## config.mk

```make
export PLATFORM = sky130hd
export DESIGN_NAME = ssd_scan_decoder
export DESIGN_NICKNAME = d
export VERILOG_FILES = /design/src/rtl/ssd_pkg.sv /design/src/rtl/ssd_settle_filter.sv /design/src/rtl/ssd_scan_decoder.sv
export SDC_FILE = /design/constraint.sdc
export NUM_CORES = 1
export LEC_CHECK = 0
export ABC_AREA = 1
export BUFFER_PORTS_ARGS = -buffer_cell sky130_fd_sc_hd__buf_2
export CAP_MARGIN = 0
export CELL_PAD_IN_SITES_DETAIL_PLACEMENT = 0
export CELL_PAD_IN_SITES_GLOBAL_PLACEMENT = 1
export CORE_MARGIN = 4
export CORE_UTILIZATION = 35
export DETAILED_ROUTE_END_ITERATION = 10
export PLACE_DENSITY_LB_ADDON = 0.3
export SLEW_MARGIN = 20
export SYNTH_ARGS = -nofsm -noshare
export SYNTH_HDL_FRONTEND = slang
export SYNTH_SLANG_ARGS = --single-unit
```

## constraint.sdc

```tcl
create_clock -name clk -period 2.1 [get_ports clk]
set_input_delay 0.105 -clock clk [delete_from_list [all_inputs] [get_ports clk]]
set_output_delay 0.105 -clock clk [all_outputs]
set_load 0.05 [all_outputs]
```

## src/rtl/ssd_pkg.sv

```systemverilog
// Shared 7-segment definitions.
// Holds the segment bit positions, the hex-to-segment table and a decode helper.
// The display encoder and the scan decoder both use this table, so the two ends
// always agree on what each glyph looks like.
// Segment vectors are active-high and ordered {g,f,e,d,c,b,a}.

package ssd_pkg;

    localparam int unsigned SEG_A = 0;
    localparam int unsigned SEG_B = 1;
    localparam int unsigned SEG_C = 2;
    localparam int unsigned SEG_D = 3;
    localparam int unsigned SEG_E = 4;
    localparam int unsigned SEG_F = 5;
    localparam int unsigned SEG_G = 6;

    localparam int unsigned SEG_W = SEG_G + 1;

    localparam logic [SEG_W-1:0] SEG_BLANK = 7'h00;

    // Entry i is the glyph for hex value i. Element 0 is the rightmost item.
    localparam logic [15:0][SEG_W-1:0] HEX_SEG = {
        7'h71, 7'h79, 7'h5E, 7'h39, 7'h7C, 7'h77, 7'h6F, 7'h7F,
        7'h07, 7'h7D, 7'h6D, 7'h66, 7'h4F, 7'h5B, 7'h06, 7'h3F
    };

    typedef struct packed {
        logic       valid;   // pattern is one of the 16 hex glyphs
        logic       blank;   // all segments off
        logic [3:0] value;   // decoded hex value, meaningful only when valid
    } seg_dec_t;

    // Encode a hex value as a segment pattern.
    function automatic logic [SEG_W-1:0] hex_to_seg(input logic [3:0] value);
        return HEX_SEG[value];
    endfunction

    // Decode a segment pattern. Blank and unrecognised patterns both return
    // valid = 0; blank separates the two cases.
    function automatic seg_dec_t seg_decode(input logic [SEG_W-1:0] seg);
        seg_dec_t dec;
        dec = '0;
        for (int i = 0; i < 16; i++) begin
            if (seg == HEX_SEG[i]) begin
                dec.valid = 1'b1;
                dec.value = 4'(i);
            end
        end
        dec.blank = (seg == SEG_BLANK);
        return dec;
    endfunction

endpackage

```

## src/rtl/ssd_settle_filter.sv

```systemverilog
// Input stage and settle filter for a multiplexed 7-segment bus.
// Registers the pins once and normalises them to active-high. It then counts
// how many consecutive samples have held the same (dig, ssd) pair, and strobes
// capture on the one cycle the count reaches SETTLE_CYCLES. A stable pattern
// is therefore captured SETTLE_CYCLES+1 edges after it first appears at the
// pins.
//
// Ports:
//   clk, rst_n  clock and synchronous active-low reset
//   ssd, dig    raw segment bus and digit selects from the pins
//   seg_cap     normalised segments of the registered sample
//   dig_cap     normalised selects of the registered sample (one-hot when capture)
//   capture     one-cycle strobe: seg_cap/dig_cap have just settled
//   glitch      more than one select active in the registered sample

module ssd_settle_filter
    import ssd_pkg::*;
#(
    parameter int unsigned SETTLE_CYCLES  = 4,     // legal range 2..255
    parameter bit          SEG_ACTIVE_LOW = 1'b1,
    parameter bit          DIG_ACTIVE_LOW = 1'b1
) (
    input  logic             clk,
    input  logic             rst_n,
    input  logic [SEG_W-1:0] ssd,
    input  logic [3:0]       dig,
    output logic [SEG_W-1:0] seg_cap,
    output logic [3:0]       dig_cap,
    output logic             capture,
    output logic             glitch
);

    localparam logic [7:0] SettleMax = 8'(SETTLE_CYCLES);

    // The input registers hold already-normalised values. Clearing them to 0
    // therefore means "idle bus", so a reset never produces a spurious glitch.
    logic [SEG_W-1:0] seg_q, seg_prev_q;
    logic [3:0]       dig_q, dig_prev_q;
    logic [7:0]       cnt_q, cnt_d;

    logic one_hot;
    logic multi;
    logic same;

    always_ff @(posedge clk) begin
        if (!rst_n) begin
            seg_q      <= '0;
            dig_q      <= '0;
            seg_prev_q <= '0;
            dig_prev_q <= '0;
            cnt_q      <= '0;
        end else begin
            seg_q      <= SEG_ACTIVE_LOW ? ~ssd : ssd;
            dig_q      <= DIG_ACTIVE_LOW ? ~dig : dig;
            seg_prev_q <= seg_q;
            dig_prev_q <= dig_q;
            cnt_q      <= cnt_d;
        end
    end

    assign multi   = (dig_q & (dig_q - 4'd1)) != 4'd0;
    assign one_hot = (dig_q != 4'd0) && !multi;
    assign same    = (seg_q == seg_prev_q) && (dig_q == dig_prev_q);

    always_comb begin
        cnt_d = cnt_q;
        if (!one_hot) begin
            cnt_d = 8'd0;
        end else if (!same) begin
            cnt_d = 8'd1;
        end else if (cnt_q < SettleMax) begin
            cnt_d = cnt_q + 8'd1;
        end
    end

    // Fires only on the transition into SettleMax, so holding a pattern
    // longer never recaptures it.
    assign capture = one_hot && (cnt_d == SettleMax) && (cnt_q != SettleMax);
    assign glitch  = multi;
    assign seg_cap = seg_q;
    assign dig_cap = dig_q;

endmodule

```

## src/rtl/ssd_scan_decoder.sv

```systemverilog
// Receive-side decoder for a 4-digit multiplexed 7-segment display.
// Reconstructs the four displayed hex digits from the scanned bus. It flags
// blank and unrecognised glyphs per digit, and pulses frame_valid once every
// digit has been captured since the previous frame.
//
// Ports:
//   clk, rst_n     clock and synchronous active-low reset
//   ssd            segment bus, bit0=a .. bit6=g
//   dig            digit selects, dig[0] = rightmost digit
//   digits         live decoded values, digit i at [4i+3:4i]
//   blank          digit i last captured as all segments off
//   err            digit i last captured as an unrecognised pattern
//   frame          snapshot of digits at the last frame_valid
//   frame_valid    one-cycle pulse when a complete frame has been scanned
//   frame_changed  one-cycle pulse with frame_valid when the frame differs
//   glitch         one-cycle pulse per cycle with several selects active

module ssd_scan_decoder
    import ssd_pkg::*;
#(
    parameter int unsigned SETTLE_CYCLES  = 4,
    parameter bit          SEG_ACTIVE_LOW = 1'b1,
    parameter bit          DIG_ACTIVE_LOW = 1'b1
) (
    input  logic             clk,
    input  logic             rst_n,
    input  logic [SEG_W-1:0] ssd,
    input  logic [3:0]       dig,
    output logic [15:0]      digits,
    output logic [3:0]       blank,
    output logic [3:0]       err,
    output logic [15:0]      frame,
    output logic             frame_valid,
    output logic             frame_changed,
    output logic             glitch
);

    logic [SEG_W-1:0] seg_cap;
    logic [3:0]       dig_cap;
    logic             capture;

    ssd_settle_filter #(
        .SETTLE_CYCLES  (SETTLE_CYCLES),
        .SEG_ACTIVE_LOW (SEG_ACTIVE_LOW),
        .DIG_ACTIVE_LOW (DIG_ACTIVE_LOW)
    ) u_settle (
        .clk     (clk),
        .rst_n   (rst_n),
        .ssd     (ssd),
        .dig     (dig),
        .seg_cap (seg_cap),
        .dig_cap (dig_cap),
        .capture (capture),
        .glitch  (glitch)
    );

    logic [15:0] digits_q, digits_d;
    logic [3:0]  blank_q, blank_d;
    logic [3:0]  err_q, err_d;
    logic [15:0] frame_q, frame_d;
    logic [3:0]  seen_q, seen_d;
    logic        first_q, first_d;   // no frame completed since reset
    logic        frame_valid_q, frame_valid_d;
    logic        frame_changed_q, frame_changed_d;

    seg_dec_t    dec;
    logic [1:0]  idx;

    assign dec = seg_decode(seg_cap);

    always_comb begin
        idx = 2'd0;
        unique case (dig_cap)
            4'b0001: idx = 2'd0;
            4'b0010: idx = 2'd1;
            4'b0100: idx = 2'd2;
            4'b1000: idx = 2'd3;
            default: idx = 2'd0;
        endcase
    end

    always_comb begin
        digits_d        = digits_q;
        blank_d         = blank_q;
        err_d           = err_q;
        frame_d         = frame_q;
        seen_d          = seen_q;
        first_d         = first_q;
        frame_valid_d   = 1'b0;
        frame_changed_d = 1'b0;

        if (capture) begin
            if (dec.valid) begin
                digits_d[{idx, 2'b00} +: 4] = dec.value;
                blank_d[idx]                = 1'b0;
                err_d[idx]                  = 1'b0;
            end else if (dec.blank) begin
                blank_d[idx] = 1'b1;
                err_d[idx]   = 1'b0;
            end else begin
                blank_d[idx] = 1'b0;
                err_d[idx]   = 1'b1;
            end

            seen_d = seen_q | dig_cap;
            if (seen_d == 4'hF) begin
                frame_valid_d   = 1'b1;
                // Compare against the snapshot including this capture.
                frame_changed_d = first_q || (digits_d != frame_q);
                frame_d         = digits_d;
                seen_d          = 4'h0;
                first_d         = 1'b0;
            end
        end
    end

    always_ff @(posedge clk) begin
        if (!rst_n) begin
            digits_q        <= '0;
            blank_q         <= 4'hF;
            err_q           <= '0;
            frame_q         <= '0;
            seen_q          <= '0;
            first_q         <= 1'b1;
            frame_valid_q   <= 1'b0;
            frame_changed_q <= 1'b0;
        end else begin
            digits_q        <= digits_d;
            blank_q         <= blank_d;
            err_q           <= err_d;
            frame_q         <= frame_d;
            seen_q          <= seen_d;
            first_q         <= first_d;
            frame_valid_q   <= frame_valid_d;
            frame_changed_q <= frame_changed_d;
        end
    end

    assign digits        = digits_q;
    assign blank         = blank_q;
    assign err           = err_q;
    assign frame         = frame_q;
    assign frame_valid   = frame_valid_q;
    assign frame_changed = frame_changed_q;

endmodule

```

==> impl_metrics.py <==
metrics = {
    "power": {
        "power_frac_comb": 0.136,
        "switching_power_uw": 833.2,
        "p_per_area_mw_per_mm2": 515.7,
        "p_int_mw": 2.376,
        "swShare": 0.2597,
        "leakagePower_nw": 3.011,
        "ir_drop_mv": 0.2764,
        "power_mw": 3.209,
        "power_frac_seq": 0.469,
        "clkPwrFrac": 0.395,
    },
    "min_path": {
        "min_path_type": "in2reg",
        "whs_path_depth": 3,
        "hold_end": "digits[7]",
        "hp-start": "rst_n",
    },
    "clocking": {
        "clock_path_buffers": 2,
        "cts_buffers": 9,
        "clk_pin_slew_ps": 90,
        "root_buffer": "clkbuf_8",
        "htreeDepth": 3,
        "insertion_delay_ps": 370,
        "cts_tree": "yes",
        "cts_sinks": 77,
    },
    "synth": {
        "synth.largest_area_cell": "dfxtp_1",
        "ys_seq_area_frac": 0.4001,
        "syn_inst": 566,
        "ys_warn_count": 0,
        "ys_types": 29,
        "synthArstFlopShare": 0,
        "synthesis.area_sq_mm": 0.003852,
        "synth_ff_type": "dfxtp_1",
        "ys_seq_elements": 77,
        "avgSynthCellArea_sq_um": 6.806,
        "synthTopCellsByArea": "dfxtp_1 (40%), nand2_1 (13%), inv_1 (9.2%), nor2_1 (6.7%), nand3_1 (5.2%)",
        "synthesis.nets": 589,
        "synth-edff-count": 0,
        "synth_top_area_share": 0.4001,
    },
    "floorplan": {
        "pin_count": 56,
        "design.core.area_sq_mm": 0.01079,
        "rows": 38,
        "dieHeight_microns": 112.9,
        "die_area_sq_mm": 0.01275,
        "dieWidth_microns": 112.9,
        "start_util": 0.3569,
    },
    "setup_path": {
        "ff2ff_path_depth": 15,
        "crit_slowest_cell": "dfxtp_4",
        "max_stage_delay_ps": 420,
        "reg2reg_from": "u_settle.dig_cap[1]",
        "cp-end-kind": "flip-flop",
        "start_kind": "flip-flop",
        "worstPathMaxFanout": 4,
        "crit_arrival_ps": 2530,
        "rr_endpoint": "frame_changed",
        "cp_cell_sequence": "xor2_4 -> nand3_4 -> ha_2 -> inv_2 -> nand2_1 -> nor2_2 -> nand3_2 -> nand3_1 -> nand2_1 -> nor2_1 -> nand3_1 -> nor2_1 -> nand3_1 -> nand2_1 -> inv_1",
        "r2r_slack_ps": -150,
        "cp.required_ps": 2380,
        "critPathKind": "reg2reg",
    },
    "placed_design": {
        "dp_slack_ps": -265.3,
        "placedInstanceArea_sq_mm": 0.004798,
        "dpl.hpwl_mm": 7.599,
        "placedCellCount": 811,
        "place_congestion": 0.8387,
        "portBuffers": 55,
    },
    "grt": {
        "grt_pass1_vias": 3866,
        "grt.total_usage": 0.1716,
        "grt-ovfl-total": 0,
        "grt_pass1_wl_mm": 17.73,
        "antenna_found_initial": 0,
        "grt_max_degree": 27,
    },
    "sta": {
        "fin_tns_setup_ps": -2535,
        "holdWs_ps": 280.5,
        "setup_slack_ps": -149.9,
        "clock_skew_ps": 12.37,
        "max_slew_margin": 0.5591,
        "max_freq_mhz": 444.5,
        "hold_viol_final": 0,
        "maxSlewViolCount": 0,
        "worst_pin_slew_ps": 661.3,
        "setup_viol": 35,
        "fin_crit_ps": 2250,
        "rsz0062_at_grt": "true",
        "timing.final.crit_share": 1.071,
    },
    "finish": {
        "multi_input_area_sq_mm": 0.002572,
        "register_area_sq_mm": 0.001580,
        "fin_nets": 744,
        "area_growth_pct": 61.51,
        "layout_common_cells": "nand2_1 (103), inv_1 (85), dfxtp_1 (66), buf_4 (65), buf_2 (56)",
        "fin_area_sq_mm": 0.006222,
        "fin_util": 0.5765,
        "antenna_cells": 0,
        "final_cells": 866,
        "drive_above_1_share": 0.4642,
        "fillers": 998,
        "final_common_cell": "nand2_1",
    },
    "detailed_routing": {
        "drc_errors": 0,
        "wl_mm": 11.88,
        "ant_nets": 0,
        "wl_per_cell_microns": 13.72,
        "drt_iter0_markers": 142,
        "via_count": 4046,
        "vias_per_cell": 4.672,
        "dr.pass1.iters": 4,
    },
    "flow_run": {
        "drv_cap": 0,
    },
    "outcome": {
        "status": "finished with violations",
        "violations": "setup timing",
    },
}
-- routing by layer --
layer | GRT usage | part of all wire | up-vias
met5 | 0 | 0 | -
met1 | 0.2209 | 0.46 | 1863
met3 | 0.03529 | 0.032 | 23
li1 | - | - | 2088
met2 | 0.2840 | 0.48 | 72
met4 | 0.06330 | 0.021 | 0
-- power by group through the flow --
stage | Combinational, mW | Clock [mW] | Sequential [mW]
detailed placement | 0.305 | 0 | 1.53
CTS | 0.360 | 1.30 | 1.50
finish | 0.436 | 1.27 | 1.51
floorplan | 0.178 | 0 | 1.53
global placement | 0.302 | 0 | 1.53
global route | 0.470 | 1.37 | 1.51
-- layout make-up --
cell class | count | area share
flip-flops and latches | 77 | 0.2540
clock inverters | 6 | 0.01387
multi-input cells | 372 | 0.4134
repair buffers | 161 | 0.2065
well taps | 140 | 0.02815
clock buffers | 10 | 0.02212
inverters | 100 | 0.06193
-- logic make-up (layout without fill, tap and decap cells) --
kind of cell,after synthesis,in the layout,share of synthesized area
fa+ha+maj,10,10,0.03248
compound gates,78,78,0.1159
xor+xnor,9,9,0.02046
buf+inv,117,277,0.1172
simple gates,275,275,0.3137
flops,77,77,0.4001
-- worst max-delay path: cells and delay by family (launching register included) --
| kind | cells | cell delay (ps) |
|---|---|---|
| xor+xnor | 1 | 180 |
| fa+ha+maj | 1 | 230 |
| buf+inv | 2 | 120 |
| flops | 1 | 420 |
| simple gates | 11 | 1190 |
-- worst max-delay path by stage --
| stage | start | to | slack [ps] | depth (start not counted) |
|---|---|---|---|---|
| floorplan | u_settle.dig_cap[0] | frame_changed | -20 | 18 |
| global placement | u_settle.seg_cap[4] | frame_changed | -270 | 20 |
| detailed placement | u_settle.dig_cap[3] | frame_changed | -270 | 14 |
| CTS | u_settle.dig_cap[1] | frame_changed | -100 | 19 |
| global route | u_settle.seg_cap[0] | frame_changed | -250 | 19 |
| finish | u_settle.dig_cap[1] | frame_changed | -150 | 15 |
-- cells in the mapped netlist, types with 2 or more instances --
library cell	number
xor2_1	4
ha_1	10
inv_1	94
clkbuf_1	7
xnor2_1	5
nand4_1	5
nor2_2	3
o211ai_1	11
dfxtp_1	77
nor2_4	3
nand3_2	3
nand2_2	7
inv_2	6
nor3_1	3
nor2_1	69
nand2_1	133
a21oi_1	22
o21ai_0	22
or2_2	4
buf_2	10
o21ai_1	3
nand3_1	40
nor3_2	2
o22ai_1	16
o21bai_1	3
-- timing repair --
| action | CTS | global route |
|---|---|---|
| hold endpoints to repair | 11 | 0 |
| cloned | 1 | 4 |
| endpoints found under the setup margin | 42 | 47 |
| pin swaps | 25 | 54 |
| hold buffers | 11 | 0 |
| gates resized for setup | 68 | 162 |
| setup buffers | 14 | 11 |
Power figures use the tool's default switching activity.
